--- config.mk ---
export PLATFORM = sky130hd
export DESIGN_NAME = alu_hazard_ctrl
export DESIGN_NICKNAME = d
export VERILOG_FILES = /design/src/rtl/alu_hazard_ctrl.sv
export SDC_FILE = /design/constraint.sdc
export NUM_CORES = 1
export LEC_CHECK = 0
export ABC_CLOCK_PERIOD_IN_PS = 1600
export BUFFER_PORTS_ARGS = -buffer_cell sky130_fd_sc_hd__clkbuf_2
export CORE_MARGIN = 5
export CORE_UTILIZATION = 35
export CTS_CLUSTER_DIAMETER = 60
export CTS_CLUSTER_SIZE = 20
export DETAILED_ROUTE_END_ITERATION = 6
export PLACE_DENSITY = 0.63
export SYNTH_ARGS = -nofsm -noshare
export SYNTH_HDL_FRONTEND = slang
export SYNTH_SLANG_ARGS = --single-unit
--- constraint.sdc ---
create_clock -name clk -period 1.6 [get_ports clk]
set_input_delay 0.32 -clock clk [delete_from_list [all_inputs] [get_ports clk]]
set_output_delay 0.32 -clock clk [all_outputs]
set_load 0.005 [all_outputs]
--- src/rtl/alu_hazard_ctrl.sv ---
// EX-stage pipeline controller: flag register, jump resolution/flush, load-use stall, operand forwarding.
// Optional feature macro ALU_HAZARD_FWD_EN: defined = registered forwarding selects; undefined = stall on any RAW.
module alu_hazard_ctrl #(
  parameter int FLUSH_CYCLES = 2
) (
  input  logic       clk,
  input  logic       rst_n,
  input  logic       id_valid,
  input  logic [2:0] id_rs1,
  input  logic [2:0] id_rs2,
  input  logic [2:0] ex_rd,
  input  logic [2:0] mem_rd,
  input  logic [2:0] wb_rd,
  input  logic       ex_wb,
  input  logic       mem_wb,
  input  logic       wb_wb,
  input  logic       ex_mem_read,
  input  logic [1:0] ex_jump_type,
  input  logic       ex_flags_we,
  input  logic       alu_carry,
  input  logic       alu_zero,
  input  logic       alu_neg,
  output logic [2:0] flags_q,
  output logic       jump_taken,
  output logic       flush_if_id,
  output logic       stall,
  output logic       bubble,
  output logic [1:0] fwd_a,
  output logic [1:0] fwd_b
);

  typedef enum logic [1:0] {RUN, STALL, FLUSH} state_t;

  state_t     state_q, state_d;
  logic [1:0] cnt_q, cnt_d;
  logic       jump_cond, load_use, hazard;
  logic       jump_d, flush_d, stall_d, bubble_d;

  // Jump conditions read only the committed flags, never this cycle's ALU flags.
  always_comb begin
    jump_cond = 1'b0;
    case (ex_jump_type)
      2'd1:    jump_cond = flags_q[1];
      2'd2:    jump_cond = flags_q[0];
      2'd3:    jump_cond = flags_q[2];
      default: jump_cond = 1'b0;
    endcase
  end

  assign load_use = id_valid & ex_mem_read & ex_wb & ((ex_rd == id_rs1) | (ex_rd == id_rs2));

`ifdef ALU_HAZARD_FWD_EN
  logic unused_wb;
  assign unused_wb = ^{wb_rd, wb_wb};
  assign hazard    = load_use;
`else
  logic raw_hit;
  always_comb begin
    raw_hit = 1'b0;
    if (id_valid) begin
      raw_hit = (ex_wb  & ((ex_rd  == id_rs1) | (ex_rd  == id_rs2))) |
                (mem_wb & ((mem_rd == id_rs1) | (mem_rd == id_rs2))) |
                (wb_wb  & ((wb_rd  == id_rs1) | (wb_rd  == id_rs2)));
    end
  end
  assign hazard = raw_hit | load_use;
`endif

  always_comb begin
    state_d  = state_q;
    cnt_d    = cnt_q;
    jump_d   = 1'b0;
    flush_d  = 1'b0;
    stall_d  = 1'b0;
    bubble_d = 1'b0;
    case (state_q)
      RUN: begin
        if (jump_cond) begin
          state_d  = FLUSH;
          cnt_d    = 2'(FLUSH_CYCLES - 1);
          jump_d   = 1'b1;
          flush_d  = 1'b1;
          bubble_d = 1'b1;
        end else if (hazard) begin
          state_d  = STALL;
          stall_d  = 1'b1;
          bubble_d = 1'b1;
        end
      end
      STALL: begin
`ifdef ALU_HAZARD_FWD_EN
        state_d = RUN;
`else
        // Without forwarding the consumer waits until every matching writer has retired.
        if (raw_hit) begin
          stall_d  = 1'b1;
          bubble_d = 1'b1;
        end else begin
          state_d = RUN;
        end
`endif
      end
      FLUSH: begin
        if (cnt_q == 2'd0) begin
          state_d = RUN;
        end else begin
          cnt_d    = cnt_q - 2'd1;
          flush_d  = 1'b1;
          bubble_d = 1'b1;
        end
      end
      default: state_d = RUN;
    endcase
  end

  always_ff @(posedge clk or negedge rst_n) begin
    if (!rst_n) begin
      state_q     <= RUN;
      cnt_q       <= 2'd0;
      jump_taken  <= 1'b0;
      flush_if_id <= 1'b0;
      stall       <= 1'b0;
      bubble      <= 1'b0;
    end else begin
      state_q     <= state_d;
      cnt_q       <= cnt_d;
      jump_taken  <= jump_d;
      flush_if_id <= flush_d;
      stall       <= stall_d;
      bubble      <= bubble_d;
    end
  end

  // Wrong-path instructions in EX during a flush must not disturb the flags.
  always_ff @(posedge clk or negedge rst_n) begin
    if (!rst_n) begin
      flags_q <= 3'b000;
    end else if (ex_flags_we && state_q != FLUSH) begin
      flags_q <= {alu_carry, alu_zero, alu_neg};
    end
  end

`ifdef ALU_HAZARD_FWD_EN
  logic [1:0] fwd_a_d, fwd_b_d;

  // A load in EX has no result yet, so it never forwards from EX/MEM.
  always_comb begin
    fwd_a_d = 2'd0;
    fwd_b_d = 2'd0;
    if (ex_wb && !ex_mem_read && ex_rd == id_rs1) fwd_a_d = 2'd1;
    else if (mem_wb && mem_rd == id_rs1)          fwd_a_d = 2'd2;
    if (ex_wb && !ex_mem_read && ex_rd == id_rs2) fwd_b_d = 2'd1;
    else if (mem_wb && mem_rd == id_rs2)          fwd_b_d = 2'd2;
  end

  always_ff @(posedge clk or negedge rst_n) begin
    if (!rst_n) begin
      fwd_a <= 2'd0;
      fwd_b <= 2'd0;
    end else if (bubble_d) begin
      fwd_a <= 2'd0;
      fwd_b <= 2'd0;
    end else if (!(state_q == STALL && state_d == STALL)) begin
      fwd_a <= fwd_a_d;
      fwd_b <= fwd_b_d;
    end
  end
`else
  assign fwd_a = 2'd0;
  assign fwd_b = 2'd0;
`endif

endmodule
==> flow_summary.ini, run 1 <==
[status]
outcome = finished, final reports clean

[layout]
diodes = 0
synthToLayoutAreaGrowth_pct = 29.32
final_common_cell = clkbuf_2
mostFrequentLayoutCells = clkbuf_2, xnor2_1, dfrtp_1
drive_above_1_share = 0.4167
fin_nets = 138
final_util = 0.4817
num-fill-cells = 189
stdcell_count = 135

[logic_synthesis]
synthCells = 71
synthFlopType = dfrtp_1
avgSynthCellArea_um2 = 10.40
yosysWarnings = 0
ys_ff_latch = 11
synth_edf_count = 0
ys_seq_area_frac = 0.3729
async_flop_share = 1.000
synth_area_um2 = 738.2
synth.distinct_cells = 25

[sta]
rsz0062_at_grt = false
worst_slack_ns = 0.2507
min_period_ns = 1.349
fin_crit_sh = 0.8433
hold_viol_final = 0
final_max_slew_viol_count = 0
setup_viol = 0
fmax_mhz = 741.1
tns_ns = 0
fin_skew_ns = 0.005707

[run]
maxCapViolCount = 0

[pwr]
power_frac_comb = 0.470
p_total_w = 0.001217
max-vdd-ir-drop_v = 0.0004435
sequentialPowerShare = 0.379
internal-power_w = 0.0007958
p_leak_nw = 0.4581
power_frac_clock = 0.151
netSwitchingFraction = 0.3463
power_density_nw_per_um2 = 1275
p_switching_w = 0.0004216

[route]
post_drt_wl_per_cell_um = 11.16
via_per_inst = 4.570
ant_nets = 0
num_vias = 617
drt_iter0_drc = 11
drc = 0
firstDrtPassIters = 3
wl_um = 1507

[grt]
grt_overflow_total = 0
grt_pass1_vias = 713
grt_pass1_wl_um = 2711
grt_max_degree = 12
antenna_found_initial = 0
grtUsageTotal = 0.1084

[clocking]
clock_latency_ns = 0.26
cts_buffers = 3
cts.repair.resized = 0
cts.clk_slew.worst_paths_ns = 0.07
cts.sinks = 11
htree_levels = 1
ctsRootBufferMaster = clkbuf_4
cts_buffer_depth = 2
cts_tree = yes

[worst_hold_path]
hold_path_class = in2reg

[worst_setup_path]
end_kind = flip-flop
cp_max_fo = 5
crit_required_ns = 1.75
crit_type = reg2reg
critPathLaunchType = flip-flop
arrival_ns = 1.50

[placed_design]
pre_cts_ws_ns = 0.1673
place_inst = 130
port_buffers = 33
gp_congestion = 0.6796
dp.final_hpwl_um = 1292

[floorplan]
die_h_um = 55.93
die-width_um = 55.93
initial_core_util = 0.3725
design.core.area_um2 = 1982
ios = 39
die_area_um2 = 3128
row_count = 16
-- critical path: stages, from the launching register on --
cell     delay, ns
dfrtp_1       0.42
inv_1         0.15
o21ai_1       0.29
mux2_2        0.37
-- per-stage QoR --
step                hold slack (ns)  instance area (um^2)
floorplan                   0.02441                 749.5
global placement             0.2038                 918.4
detailed placement           0.2078                 918.4
CTS                          0.2760                 954.7
global route                 0.2794                 954.7
finish                       0.2865                 954.7
-- synth_stat cells (all sizes together), types with 2 or more instances --
| cell type | count | area, um^2 |
|---|---|---|
| mux2i | 2 | 23.77 |
| dfrtp | 11 | 275.3 |
| a21boi | 2 | 26.28 |
| xnor2 | 16 | 140.1 |
| mux2 | 3 | 33.78 |
| a21oi | 4 | 20.02 |
| nor3 | 2 | 10.01 |
| buf | 4 | 30.03 |
| o2111ai | 2 | 17.52 |
| nand4 | 4 | 25.02 |
| nand2 | 4 | 15.01 |
| and2 | 2 | 12.51 |
| nor2 | 2 | 7.510 |
| inv | 4 | 15.01 |
-- layer usage --
layer / global-route usage / vias to the layer above / part of all wire
met2: 0.1993 / 27 / 0.51
met3: 0.01856 / 2 / 0.078
met5: 0 / - / 0
met4: 0.07119 / 0 / 0.014
met1: 0.1111 / 274 / 0.40
li1: - / 314 / -
-- final cells by class --
| type | count | area (um^2) | area share |
|---|---|---|---|
| multi-input combinational | 55 | 429.2 | 0.4495 |
| sequential | 11 | 275.3 | 0.2883 |
| timing repair buffer | 34 | 175.2 | 0.1835 |
| tap | 27 | 33.78 | 0.03539 |
| clock buffer | 4 | 26.28 | 0.02752 |
| inverter | 4 | 15.01 | 0.01573 |
-- state kept, by name, summed over array words and instances, names as in the netlist --
| signal | cells |
|---|---|
| bubble | 1 |
| cnt_q | 2 |
| flags_q | 3 |
| flush_if_id | 1 |
| jump_taken | 1 |
| stall | 1 |
| state_q | 2 |
-- repair_timing --
action                                 in CTS  in global routing
endpoints found under the hold margin      11                  0
hold buffers                                1                  0
setup buffers                               0                  0
-- path summary, 6_finish.rpt --
check	startpoint	to	slack, ns	cells after the start
worst max-delay path	state_q[1]	flags_q[1]	0.25	3
worst min-delay path	alu_neg	flags_q[0]	0.29	2
worst max register to register	state_q[1]	flags_q[1]	0.25	3
worst min register to register	cnt_q[0]	cnt_q[0]	0.51	1
max in group asynchronous	rst_n	flags_q[1]	0.93	2
min in group asynchronous	rst_n	flush_if_id	0.45	2
-- logic make-up (layout without fill, tap and decap cells) --
logic type / count (synthesis) / count (layout) / synth area share
compound gates: 13 / 13 / 0.1627
xor+xnor: 16 / 16 / 0.1898
fa+ha+maj: 1 / 1 / 0.01695
buf+inv: 8 / 42 / 0.06101
flops: 11 / 11 / 0.3729
mux: 5 / 5 / 0.07796
other cells: 1 / 4 / 0.005080
simple gates: 16 / 16 / 0.1136
-- power groups by stage --
| stage | sequential [W] | combinational [W] | clock, W |
|---|---|---|---|
| after floorplan | 0.000470 | 0.000387 | 0 |
| after global placement | 0.000465 | 0.000560 | 0 |
| after detailed placement | 0.000466 | 0.000573 | 0 |
| after CTS | 0.000462 | 0.000583 | 0.000195 |
| after global routing | 0.000478 | 0.000648 | 0.000201 |
| final | 0.000461 | 0.000572 | 0.000184 |
Note: power is estimated with default switching activity, not from simulation.
==> run 2, diff against run 1 <==
Settings changed: ABC_CLOCK_PERIOD_IN_PS 1600 to 1200, PLACE_DENSITY 0.63 to 0.65.
Clock period 1.6 ns to 1.2 ns, I/O delays scaled along.
==> run 2 against run 1 <==
Effect of this change:
- the flow now finishes with violations (negative setup slack)
- largest power group unchanged
- global-route usage up 0.28 points
- critical path depth grew 2
- sequential power increased by 32%
- maximum frequency grew 2.7%
- via count is 6.8% higher
- largest cell class unchanged
- non-clock buffer count increased by 9
- routed wire length grew 16%
==> flow_summary.ini, run 2 (same netlist as run 1, synthesis figures left out) <==
[status]
outcome = finished, violations left
failed_checks = negative setup slack

[sta]
fin_crit_sh = 1.094
final_max_slew_viol_count = 0
worst_slack_ns = -0.1134
fmax_mhz = 761.4
rsz0062_at_grt = true
min_period_ns = 1.313
fin_skew_ns = 0.003714
setup_viol = 3
hold_viol_final = 0

[worst_setup_path]
crit_type = reg2reg
critPathBufInv = 0
critPathLaunchType = flip-flop
slowest_stage = dfrtp_1
crit_required_ns = 1.35
rrSetupSlack_ns = -0.11
crit_family = flip-flops
path_cells = mux2i_1 -> mux2i_2 -> o21a_2 -> a21boi_4 -> nand2b_4
slowest_delay_ns = 0.39
end_kind = flip-flop
arrival_ns = 1.46
cp_max_fo = 4

[placed_design]
pre_cts_ws_ns = -0.1549
dp.final_hpwl_um = 1461
port_buffers = 33
gp_congestion = 0.7504

[pwr]
sequentialPowerShare = 0.328
power_frac_clock = 0.133
max-vdd-ir-drop_v = 0.0007601
power_density_nw_per_um2 = 1795
p_leak_nw = 0.5082
p_switching_w = 0.0006240
power_frac_comb = 0.539
internal-power_w = 0.001236
netSwitchingFraction = 0.3355

[floorplan]
row_count = 16
die-width_um = 55.93
die_h_um = 55.93
design.core.area_um2 = 1982
ios = 39
initial_core_util = 0.3725
die_area_um2 = 3128

[route]
met2WireLength_um = 923
wl_met1_um = 701
via_per_inst = 4.576
wl_um = 1741
top_layer_used = met4
firstDrtPassIters = 4
drc = 0
num_vias = 659
wl_met3_um = 94
ant_nets = 0
drt_iter0_drc = 1
post_drt_wl_per_cell_um = 12.09

[layout]
biggestRegsByFlops = flags_q (3), cnt_q (2), state_q (2)
fin_nets = 147
drive_above_1_share = 0.4872
synthToLayoutAreaGrowth_pct = 40.34
final_util = 0.5227
diodes = 0
largest_reg_flops = 3
mostFrequentLayoutCells = clkbuf_2, xnor2_1, dfrtp_1, buf_4
final_common_cell = clkbuf_2
top_register = flags_q

[worst_hold_path]
hold_path_class = in2reg

[grt]
grt_pass1_vias = 726
grt_max_degree = 12
grtUsageTotal = 0.1112
grt_pass1_wl_um = 2815
grt_overflow_total = 0
antenna_found_initial = 0

[clocking]
cts.sinks = 11
cts_buffers = 3
ctsRootBufferMaster = clkbuf_4
htree_levels = 1
cts_buffer_depth = 2
cts_tree = yes
cts.clk_slew.worst_paths_ns = 0.07
clock_latency_ns = 0.26

[run]
maxCapViolCount = 0
## run 2: cell count changes in the layout (fill, tap and decap cells not counted)
cell / delta
buf_4: +9
ha_1: -1
o21ai_1: -1
ha_2: +1
o21ai_2: +1
nand2b_4: +1
nand2b_1: -1
## run 2: final timing paths
path                             from         end  cells past startpoint
setup / recovery           flags_q[2]      bubble                      5
hold / removal               alu_zero  flags_q[1]                      2
setup reg to reg           flags_q[2]      bubble                      5
hold reg to reg              cnt_q[0]    cnt_q[0]                      1
max in group asynchronous       rst_n  flags_q[2]                      2
min in group asynchronous       rst_n      bubble                      2
## run 2: what timing repair did
action                     4_1_cts  5_1_grt
setup endpoints to repair        3        5
setup buffers                    0        1
gates resized for setup          1        1
pin swaps                        1        1
hold buffers                     1        0
hold endpoints to repair        11        0
## run 2: power groups by stage
stage	registers (W)	clock network (W)	logic, W
6_report	0.000610	0.000247	0.00100
4_1_cts	0.000610	0.000256	0.000979
3_3_place_gp	0.000602	0	0.000915
3_5_place_dp	0.000612	0	0.000942
2_1_floorplan	0.000627	0	0.000523
5_1_grt	0.000624	0.000286	0.00109
## run 2: routing by layer
layer	vias to the layer above	track usage
met5	-	0
met2	25	0.2128
met4	0	0.06102
li1	330	-
met1	302	0.1138
met3	2	0.01624
## run 2: per-stage QoR
step	std cells	total power, W	area, um^2	TNS, ns	hold slack (ns)
2_1_floorplan	74	0.001150	753.2	-0.03920	-0.05559
3_3_place_gp	138	0.001518	982.2	-0.3399	0.1219
3_5_place_dp	138	0.001554	982.2	-0.4470	0.1245
4_1_cts	143	0.001845	1026	-0.2298	0.2048
5_1_grt	144	0.001998	1036	-0.3717	0.1956
6_report	144	0.001860	1036	-0.2244	0.2103
## run 2: area by class of cell
type / instances / area, um^2
Tap cell: 27 / 33.78
Fill cell: 188 / 945.9
Sequential cell: 11 / 275.3
Multi-Input combinational cell: 55 / 442.9
Clock buffer: 4 / 26.28
Timing Repair Buffer: 43 / 242.7
Inverter: 4 / 15.01
## run 2: worst reg2reg max path, cell delays in order, from the launching register on
cell and delay, ns:
dfrtp_1 0.39, mux2i_1 0.20, mux2i_2 0.11, o21a_2 0.23
a21boi_4 0.14, nand2b_4 0.13
